## config.mk

```make
export PLATFORM = sky130hd
export DESIGN_NAME = call_stack
export DESIGN_NICKNAME = d
export VERILOG_FILES = /design/src/rtl/call_stack.sv
export SDC_FILE = /design/constraint.sdc
export NUM_CORES = 1
export LEC_CHECK = 0
export ABC_AREA = 1
export CAP_MARGIN = 25
export CORE_ASPECT_RATIO = 1.1
export CORE_MARGIN = 3
export CORE_UTILIZATION = 45
export DETAILED_ROUTE_END_ITERATION = 8
export PLACE_DENSITY = 0.63
export SLEW_MARGIN = 20
export SYNTH_ARGS = -nofsm -noshare
export SYNTH_HDL_FRONTEND = slang
export SYNTH_SLANG_ARGS = --single-unit
```

## constraint.sdc

```tcl
create_clock -name clk -period 5.7 [get_ports clk]
set_input_delay 0.57 -clock clk [delete_from_list [all_inputs] [get_ports clk]]
set_output_delay 0.57 -clock clk [all_outputs]
set_load 0.02 [all_outputs]
```

## src/rtl/call_stack.sv

```systemverilog
// Return-address stack: DEPTH x WIDTH registers with circular or saturating full/empty policy.
// Zero-latency top read; push/pop/replace take effect at the edge; strobes always accepted, no backpressure.
module call_stack #(
    parameter int WIDTH = 11,
    parameter int DEPTH = 16,
    parameter int WRAP  = 1
) (
    input  logic                       clk,
    input  logic                       rst,
    input  logic                       push,
    input  logic                       pop,
    input  logic [WIDTH-1:0]           stack_in,
    input  logic                       clr_err,
    output logic [WIDTH-1:0]           stack_out,
    output logic [$clog2(DEPTH+1)-1:0] count,
    output logic                       empty,
    output logic                       full,
    output logic                       overflow,
    output logic                       underflow
);
    localparam int PW = $clog2(DEPTH);
    localparam int CW = $clog2(DEPTH+1);
    localparam logic [CW-1:0] CNT_FULL = CW'(DEPTH);
    localparam bit CIRC = (WRAP != 0);

    logic [WIDTH-1:0] mem [DEPTH];
    logic [PW-1:0]    sp;
    logic [PW-1:0]    top_idx;
    logic [CW-1:0]    cnt;
    logic             ovf_evt;
    logic             unf_evt;

    assign top_idx   = sp - 1'b1;
    assign stack_out = mem[top_idx];
    assign count     = cnt;
    assign empty     = (cnt == '0);
    assign full      = (cnt == CNT_FULL);

    // A push+pop on an empty stack degrades to a plain push, so it can never underflow.
    assign ovf_evt = push && !pop && full;
    assign unf_evt = pop && !push && empty;

    always_ff @(posedge clk or posedge rst) begin
        if (rst) begin
            for (int i = 0; i < DEPTH; i++) begin
                mem[i] <= '0;
            end
            sp  <= '0;
            cnt <= '0;
        end else if (push && pop && !empty) begin
            mem[top_idx] <= stack_in;
        end else if (push) begin
            if (!full || CIRC) begin
                mem[sp] <= stack_in;
                sp      <= sp + 1'b1;
            end
            if (!full) begin
                cnt <= cnt + 1'b1;
            end
        end else if (pop) begin
            if (!empty || CIRC) begin
                sp <= sp - 1'b1;
            end
            if (!empty) begin
                cnt <= cnt - 1'b1;
            end
        end
    end

    always_ff @(posedge clk or posedge rst) begin
        if (rst) begin
            overflow  <= 1'b0;
            underflow <= 1'b0;
        end else begin
            overflow  <= (overflow  && !clr_err) || ovf_evt;
            underflow <= (underflow && !clr_err) || unf_evt;
        end
    end
endmodule

```

# ---- Word level (Yosys, flattened, before mapping)
# Index checks and enable logic that the tools add are counted.
dict set report op_classes {
  n_addsub 4
  magnitude_cmp 4
  eq_ne 3
  n_mux 17
  n_bitwise 3
  n_reduce_logical 21
}
# cell n
set op_table {}
lappend op_table {{$bwmux 176} 2}
lappend op_table {{$mux 176} 2}
lappend op_table {{$demux 11 s4} 2}
lappend op_table {{$bmux 11 s4} 1}
lappend op_table {{$mux 11} 4}
lappend op_table {{$mux 5} 4}
lappend op_table {{$ge 5x5->1 const B} 2}
lappend op_table {{$logic_and 1x1->1} 10}
lappend op_table {{$lt 5x1->1 const B} 2}
lappend op_table {{$not 4->5} 2}
lappend op_table {{$mux 4} 2}
lappend op_table {{$add 5x1->5 const B} 1}
lappend op_table {{$eq 5x5->1 const B} 1}
lappend op_table {{$logic_not 5->1} 1}
lappend op_table {{$sub 5x1->5 const B} 1}
lappend op_table {{$add 4x1->4 const B} 1}
lappend op_table {{$logic_not 1->1} 4}
lappend op_table {{$ne 2x2->1 const B} 2}
lappend op_table {{$reduce_and 4->1} 1}
lappend op_table {{$reduce_bool 2->1} 2}
lappend op_table {{$sub 4x1->4 const B} 1}
lappend op_table {{$logic_or 1x1->1} 2}
lappend op_table {{$reduce_and 2->1} 1}
lappend op_table {{$not 1->1} 1}
dict set report word_totals {
  reg_bits 187
  input_bits 16
  output_inout_bits 20
  word_cells 72
}

# ---- Depth between registers and ports, before layout
# Gate-level depths: netlist of run 1.
dict set report logic_depth {
  word_depth 8
  mapped_depth 15
  depth_no_buf 10
}

# ---- Worst setup path after synthesis of run 1
# Ideal clock, no wire load.
dict set report synth_timing {
  kind {register to output}
  start {reg sp[0]}
  end {out stack_out[0]}
  arrival_ps 2337
  required_ps 5130
  path_slack_ps 2793
  stages_incl_launch_ff 15
  n_path_buf 6
  cell_sequence {dfrtp_1 > buf_6 > inv_2 > buf_4 > buf_2 > buf_2 > ha_1 > buf_2 > buf_1 > o21ai_0 > o21ai_0 > nand2_1 > nand2_1 > nand2_1 > nand2_1}
}
dict set report synth_between {
  elab_chain_len 5
}
# element line_no
set synth_rtl {}
lappend synth_rtl {{start, declared} 27} ;# logic [PW-1:0] sp;
lappend synth_rtl {{start signal, assigned} 55} ;# sp <= sp + 1'b1;
lappend synth_rtl {{start signal, assigned} 62} ;# sp <= sp - 1'b1;
lappend synth_rtl {{$sub 4x1->4} 33} ;# assign top_idx = sp - 1'b1;
lappend synth_rtl {{named net top_idx[0]} 28} ;# logic [PW-1:0] top_idx;
lappend synth_rtl {{$not 4->5 (not written as such)} 34} ;# assign stack_out = mem[top_idx];
lappend synth_rtl {{$bmux 11 s4} 34}
lappend synth_rtl {{$mux 11 (not written as such) (2 in series)} 34}
lappend synth_rtl {{end, declared} 14} ;# output logic [WIDTH-1:0] stack_out,
# The timed path passes the listed nets, and every way through them passes these cells. The select of a mux whose other input is x is not followed.

# ---- Worst setup path after layout of run 1
dict set report layout_timing {
  start {reg sp[0]}
  end {out stack_out[10]}
}
dict set report layout_between {
  elab_chain_len 5
}
# element line_no
set layout_rtl {}
lappend layout_rtl {{$sub 4x1->4} 33}
lappend layout_rtl {{$not 4->5 (not written as such)} 34}
lappend layout_rtl {{$bmux 11 s4} 34}
lappend layout_rtl {{$mux 11 (not written as such) (2 in series)} 34}
# Every way passes these cells. The select of a mux whose other input is x is not followed.

==> flow_metrics.tcl, run 1 <==
set metrics [dict create \
    n_antenna_cell 0 \
    period_share 0.782 \
    synth-edff-count 0 \
    cts_sinks 187 \
    die_y_um 162 \
    dp_slack_ns 1.78 \
    rsz0062_at_grt "no" \
    clock_path_buffers 2 \
    postCtsSetupRepairBufs 0 \
    crit_start "sp[0]$_DFFE_PP0P_" \
    crit_path_max_incr_delay_ns 0.71 \
    tns_ns 0 \
    end_kind "output port" \
    synthCells 1397 \
    fmax_mhz 224 \
    cts_buffers 17 \
    synthFlopType "dfrtp_1" \
    start_kind "flop" \
    place.gp.congestion 0.896 \
    area_growth_pct 9.13 \
    synthesis.area_um2 9910 \
    grt_pass1_wl_mm 50.9 \
    crit_buf_inv 4 \
    cts_resized 0 \
    ys_seq_area_frac 0.472 \
    htree_levels 4 \
    drive_above_1_share 0.0412 \
    antenna_found_initial 0 \
    worstMarginPinSlew_ns 1.10 \
    setup_viol 0 \
    grt_pass1_vias 8870 \
    hp-class "reg -> reg" \
    die_x_um 147 \
    criticalPathCategory "reg -> out" \
    relSlewSlack 0.263 \
    yosys-top-cells-count "nand2_1 (568), dfrtp_1 (187), nand3_1 (186)" \
    post_drt_wl_per_cell_um 19.1 \
    first_pass_iters 5 \
    yosysTopAreaCell "dfrtp_1" \
    max-vdd-ir-drop_v 0.000484 \
    synth_nets 1422 \
    slew_viol_final 0 \
    first_iter_violations 1233 \
    fillCellCount 2152 \
    cts-hold-fix-buffers 0 \
    yosysTopAreaCellShare 0.472 \
    finalHoldViolCount 0 \
    die_area_um2 23800 \
    vias 9244 \
    clock-skew-final_ns 0.00839 \
    dp_hpwl_mm 19.8 \
    start_util 0.461 \
    worstPathArrival_ns 3.88 \
    wl_mm 31.5 \
    insertion_delay_ns 0.44 \
    path_max_fanout 93 \
    ys.warnings.count 0 \
    final_cell_area_um2 10800 \
    finalCriticalPeriod_ns 4.45 \
    regToRegStartpoint "sp[0]$_DFFE_PP0P_" \
    fp-row-count 56 \
    place.port_buffers 35 \
    drv_cap 0 \
    place_area_um2 10200 \
    avgSynthCellArea_um2 7.09 \
    cts_tree "built" \
    core_um2 21500 \
    hold_start "mem[59]$_DFFE_PP0P_" \
    leakage_nw 5.63 \
    drtAntennaViolNets 0 \
    fin_util 0.503 \
    postSynthRegisterBits 187 \
    path_cells "inv_2 -> buf_4 -> ha_1 -> xnor2_4 -> inv_4 -> o211ai_1 -> nand3_1 -> nand2_1 -> clkdlybuf4s50_1" \
    num-nets-final 1373 \
    cp.required_ns 5.13 \
    grt_overflow 0 \
    synth-async-reset-ratio 1.00 \
    cellPowerDensity_nw_per_um2 694 \
    grt_usage 0.272 \
    pin_count 36 \
    grt_start_max_net_pins 112 \
    vias_per_cell 5.60 \
    synth.distinct_cells 28 \
    ys_top_cells_by_area "dfrtp_1 (47%), nand2_1 (22%), nand3_1 (9.4%)" \
    clkTransAtPathRegs_ns 0.07 \
    drc 0 \
    yosysMostFrequentCell "nand2_1" \
    cts_root_buffer "clkbuf_16" \
    path_delay_family "buffers and inverters" \
    slowest_stage "buf_4" \
    status "finished, final reports clean" \
    setup_ws_ns 1.25 \
]
-- cells in the final DEF, fill, tap and decap left out, drive strengths merged --
cell,instances
nand4,1
nand3,187
ha,8
nor2,184
o21ai,96
xnor2,5
xor2,4
o211ai,2
o22ai,1
nor3,16
nand2,570
clkdlybuf4s50,35
clkbuf,18
clkinvlp,3
buf,8
clkinv,4
a21oi,3
fa,1
inv,23
dfrtp,187
bufinv,4
-- final cells by class --
type	count	area [µm²]	area share
multi-input combinational	1078	4630	0.428
inverter	21	88.8	0.00822
sequential	187	4680	0.433
timing repair buffer	43	425	0.0393
clock inverter	13	188	0.0174
clock buffer	18	439	0.0406
tap	290	363	0.0336
-- sequential cells by signal, indices dropped and copies added, names as in the netlist --
| signal | count |
|---|---|
| underflow | 1 |
| mem | 176 |
| count | 5 |
| overflow | 1 |
| sp | 4 |
-- cell families (layout without fill, tap and decap cells) --
kind of cell | after synthesis | count (layout) | synth area share
AO/OA/AOI/OAI | 102 | 102 | 0.0522
AND/OR/NAND/NOR | 958 | 958 | 0.393
buffers and inverters | 132 | 95 | 0.0606
XOR/XNOR | 9 | 9 | 0.00985
flip-flops | 187 | 187 | 0.472
adder cells (fa/ha/maj) | 9 | 9 | 0.0121
-- through the flow --
| stage | cells | power (mW) | hold WS, ns |
|---|---|---|---|
| 3_5_place_dp | 1618 | 6.16 | 0.488 |
| 4_1_cts | 1649 | 7.47 | 0.506 |
| 5_1_grt | 1650 | 8.09 | 0.530 |
| 2_1_floorplan | 1397 | 4.89 | 0.470 |
| 3_3_place_gp | 1617 | 6.14 | 0.485 |
| 6_report | 1650 | 7.50 | 0.503 |
-- path summary, 6_finish.rpt --
kind	to	slack [ns]	cells past startpoint
worst max-delay path	stack_out[10]	1.25	9
worst min-delay path	mem[59]$_DFFE_PP0P_	0.50	2
worst max register to register	mem[48]$_DFFE_PP0P_	2.12	10
worst min register to register	mem[59]$_DFFE_PP0P_	0.50	2
max in group asynchronous	sp[0]$_DFFE_PP0P_	3.88	3
min in group asynchronous	mem[54]$_DFFE_PP0P_	0.66	2
-- power breakdown --
| group | switching (mW) | internal (mW) | total (mW) |
|---|---|---|---|
| registers | 0.361 | 1.91 | 2.27 |
| clock network | 0.549 | 0.748 | 1.30 |
| logic | 2.61 | 1.32 | 3.93 |
-- layer usage --
| layer | vias to the layer above | global-route usage | share of wire |
|---|---|---|---|
| met4 | 0 | 0.0839 | 0.025 |
| met3 | 66 | 0.0474 | 0.075 |
| met1 | 4470 | 0.387 | 0.43 |
| li1 | 4310 | - | - |
| met5 | - | 0 | 0 |
| met2 | 398 | 0.428 | 0.47 |
-- tightest hold or removal path: stages, from the launching register on --
cell	delay, ns
dfrtp_1	0.34
nand3_1	0.07
nand2_1	0.06
(Power assumes the default switching activity.)
==> run 2, diff against run 1 <==
- PLACE_DENSITY: 0.63 -> 0.61
- clock period: 5.7 -> 4.4 ns (I/O delays scaled with it)
==> run 2 against run 1 <==
  * Combinational power up 29%
  * Register-to-register slack worse by 0.82 ns
  * Critical path type unchanged
  * Largest power group unchanged
  * Clock skew up 0.0072 ns
  * Via count down 2.4%
  * Routed wire length down 3.5%
  * Hold slack worse by 0.075 ns
  * Die area unchanged
  * Non-clock buffer count up 10
==> flow_metrics.tcl, run 2 (synthesis results as in run 1) <==
set metrics [dict create \
    status "finished, final reports clean" \
    crit_buf_inv 3 \
    start_util 0.461 \
    num-nets-final 1383 \
    final_common_cell "nand2_1" \
    core_um2 21500 \
    rsz0062_at_grt "no" \
    comb_power_share 0.534 \
    postCtsSetupRepairBufs 0 \
    criticalPathCategory "reg -> out" \
    cts_tree "built" \
    largest_register "mem" \
    cts_resized 0 \
    antenna_found_initial 0 \
    fillCellCount 2149 \
    slowest_stage "xnor2_4" \
    dp_hpwl_mm 19.2 \
    finalCriticalPeriod_ns 3.80 \
    finalHoldViolCount 0 \
    grt_start_max_net_pins 103 \
    r2r_slack_ns 1.30 \
    cts_root_buffer "clkbuf_16" \
    cts_sinks 187 \
    area_growth_pct 9.57 \
    report.power.total_mw 9.52 \
    max-vdd-ir-drop_v 0.000583 \
    multi_input_area_um2 4630 \
    fmax_mhz 263 \
    cts_buffers 17 \
    regToRegStartpoint "sp[0]$_DFFE_PP0P_" \
    cp.required_ns 3.96 \
    seqCellArea_um2 4680 \
    ff2ff_path_depth 10 \
    worstMarginPinSlew_ns 1.12 \
    drc 0 \
    first_iter_violations 863 \
    path_cells "inv_2 -> ha_1 -> xnor2_4 -> inv_4 -> o211ai_1 -> nand3_1 -> nand2_1 -> clkdlybuf4s50_1" \
    relSlewSlack 0.253 \
    die_x_um 147 \
    end_kind "output port" \
    clock_path_buffers 2 \
    tns_ns 0 \
    clkTransAtPathRegs_ns 0.07 \
    place_area_um2 10300 \
    p_sw_frac 0.470 \
    slew_viol_final 0 \
    leakage_nw 5.66 \
    largest_reg_flops 176 \
    insertion_delay_ns 0.45 \
    pin_count 36 \
    wl_mm 30.4 \
    worstPathArrival_ns 3.36 \
    grt_overflow 0 \
    start_kind "flop" \
    final_cell_area_um2 10900 \
    cellPowerDensity_nw_per_um2 877 \
    crit_path_max_incr_delay_ns 0.67 \
    cts-hold-fix-buffers 0 \
    power_frac_seq 0.305 \
    clock-skew-final_ns 0.0156 \
    period_share 0.865 \
    path_delay_family "buffers and inverters" \
    vias 9018 \
    grt_usage 0.261 \
    final_cell_mix "nand2_1 (568), nand3_1 (186), dfrtp_1 (186)" \
    post_drt_wl_per_cell_um 18.3 \
    die_y_um 162 \
    htree_levels 4 \
    worstReg2RegEnd "mem[3]$_DFFE_PP0P_" \
    pwr-share-clk 0.161 \
    setup_viol 0 \
    place.port_buffers 35 \
    intPower_mw 5.04 \
    drive_above_1_share 0.0467 \
    die_area_um2 23800 \
    first_pass_iters 5 \
    drv_cap 0 \
    vias_per_cell 5.43 \
    grt_pass1_wl_mm 48.8 \
    drtAntennaViolNets 0 \
    hp-class "in -> async" \
    path_max_fanout 26 \
    n_antenna_cell 0 \
    p_sw_mw 4.48 \
    fp-row-count 56 \
    place.gp.congestion 0.862 \
    grt_pass1_vias 8666 \
]
## run 2: cell types whose count changed in the layout (fill, tap and decap cells not counted), sizes merged
cell      before  now
buf            8   18
bufinv         4    2
clkbuf        18   20
clkinv         4    7
clkinvlp       3    4
inv           23   19
## run 2: power groups by stage
stage	Sequential (mW)	Clock, mW	Combinational, mW
2_1_floorplan	2.83	0	3.51
3_3_place_gp	2.91	0	5.02
3_5_place_dp	2.91	0	5.06
4_1_cts	2.89	1.55	5.07
5_1_grt	2.99	1.61	5.66
6_report	2.90	1.53	5.08
## run 2: stage by stage
step | util | hold WS [ns] | setup WS, ns | instances
final | 0.505 | 0.428 | 0.596 | 1660
after global routing | 0.505 | 0.480 | 0.418 | 1660
after CTS | 0.504 | 0.457 | 0.574 | 1659
after detailed placement | 0.478 | 0.488 | 1.06 | 1628
after global placement | 0.476 | 0.485 | 1.06 | 1626
after floorplan | - | 0.470 | 1.55 | 1397
## run 2: final cells by class
cell class              count  area share
repair buffers             53      0.0491
flip-flops and latches    187       0.431
inverters                  21     0.00784
clock buffers              20      0.0411
well taps                 290      0.0334
clock inverters            11      0.0111
multi-input cells        1078       0.426
## run 2: how the worst max path moves through the flow
stage | startpoint | endpoint | cells past startpoint
after global placement | sp[0]$_DFFE_PP0P_ | stack_out[0] | 8
after floorplan | rst | count[0]$_DFFE_PP0P_ | 1
after CTS | sp[0]$_DFFE_PP0P_ | stack_out[0] | 8
after detailed placement | sp[0]$_DFFE_PP0P_ | stack_out[0] | 8
final | sp[0]$_DFFE_PP0P_ | stack_out[0] | 8
after global routing | sp[0]$_DFFE_PP0P_ | stack_out[0] | 8
## run 2: metal layers
layer,part of all wire,GRT usage,up-vias
met5,0,0,-
met4,0.018,0.0708,0
met3,0.059,0.0536,34
met2,0.47,0.405,280
met1,0.45,0.376,4370
li1,-,-,4334
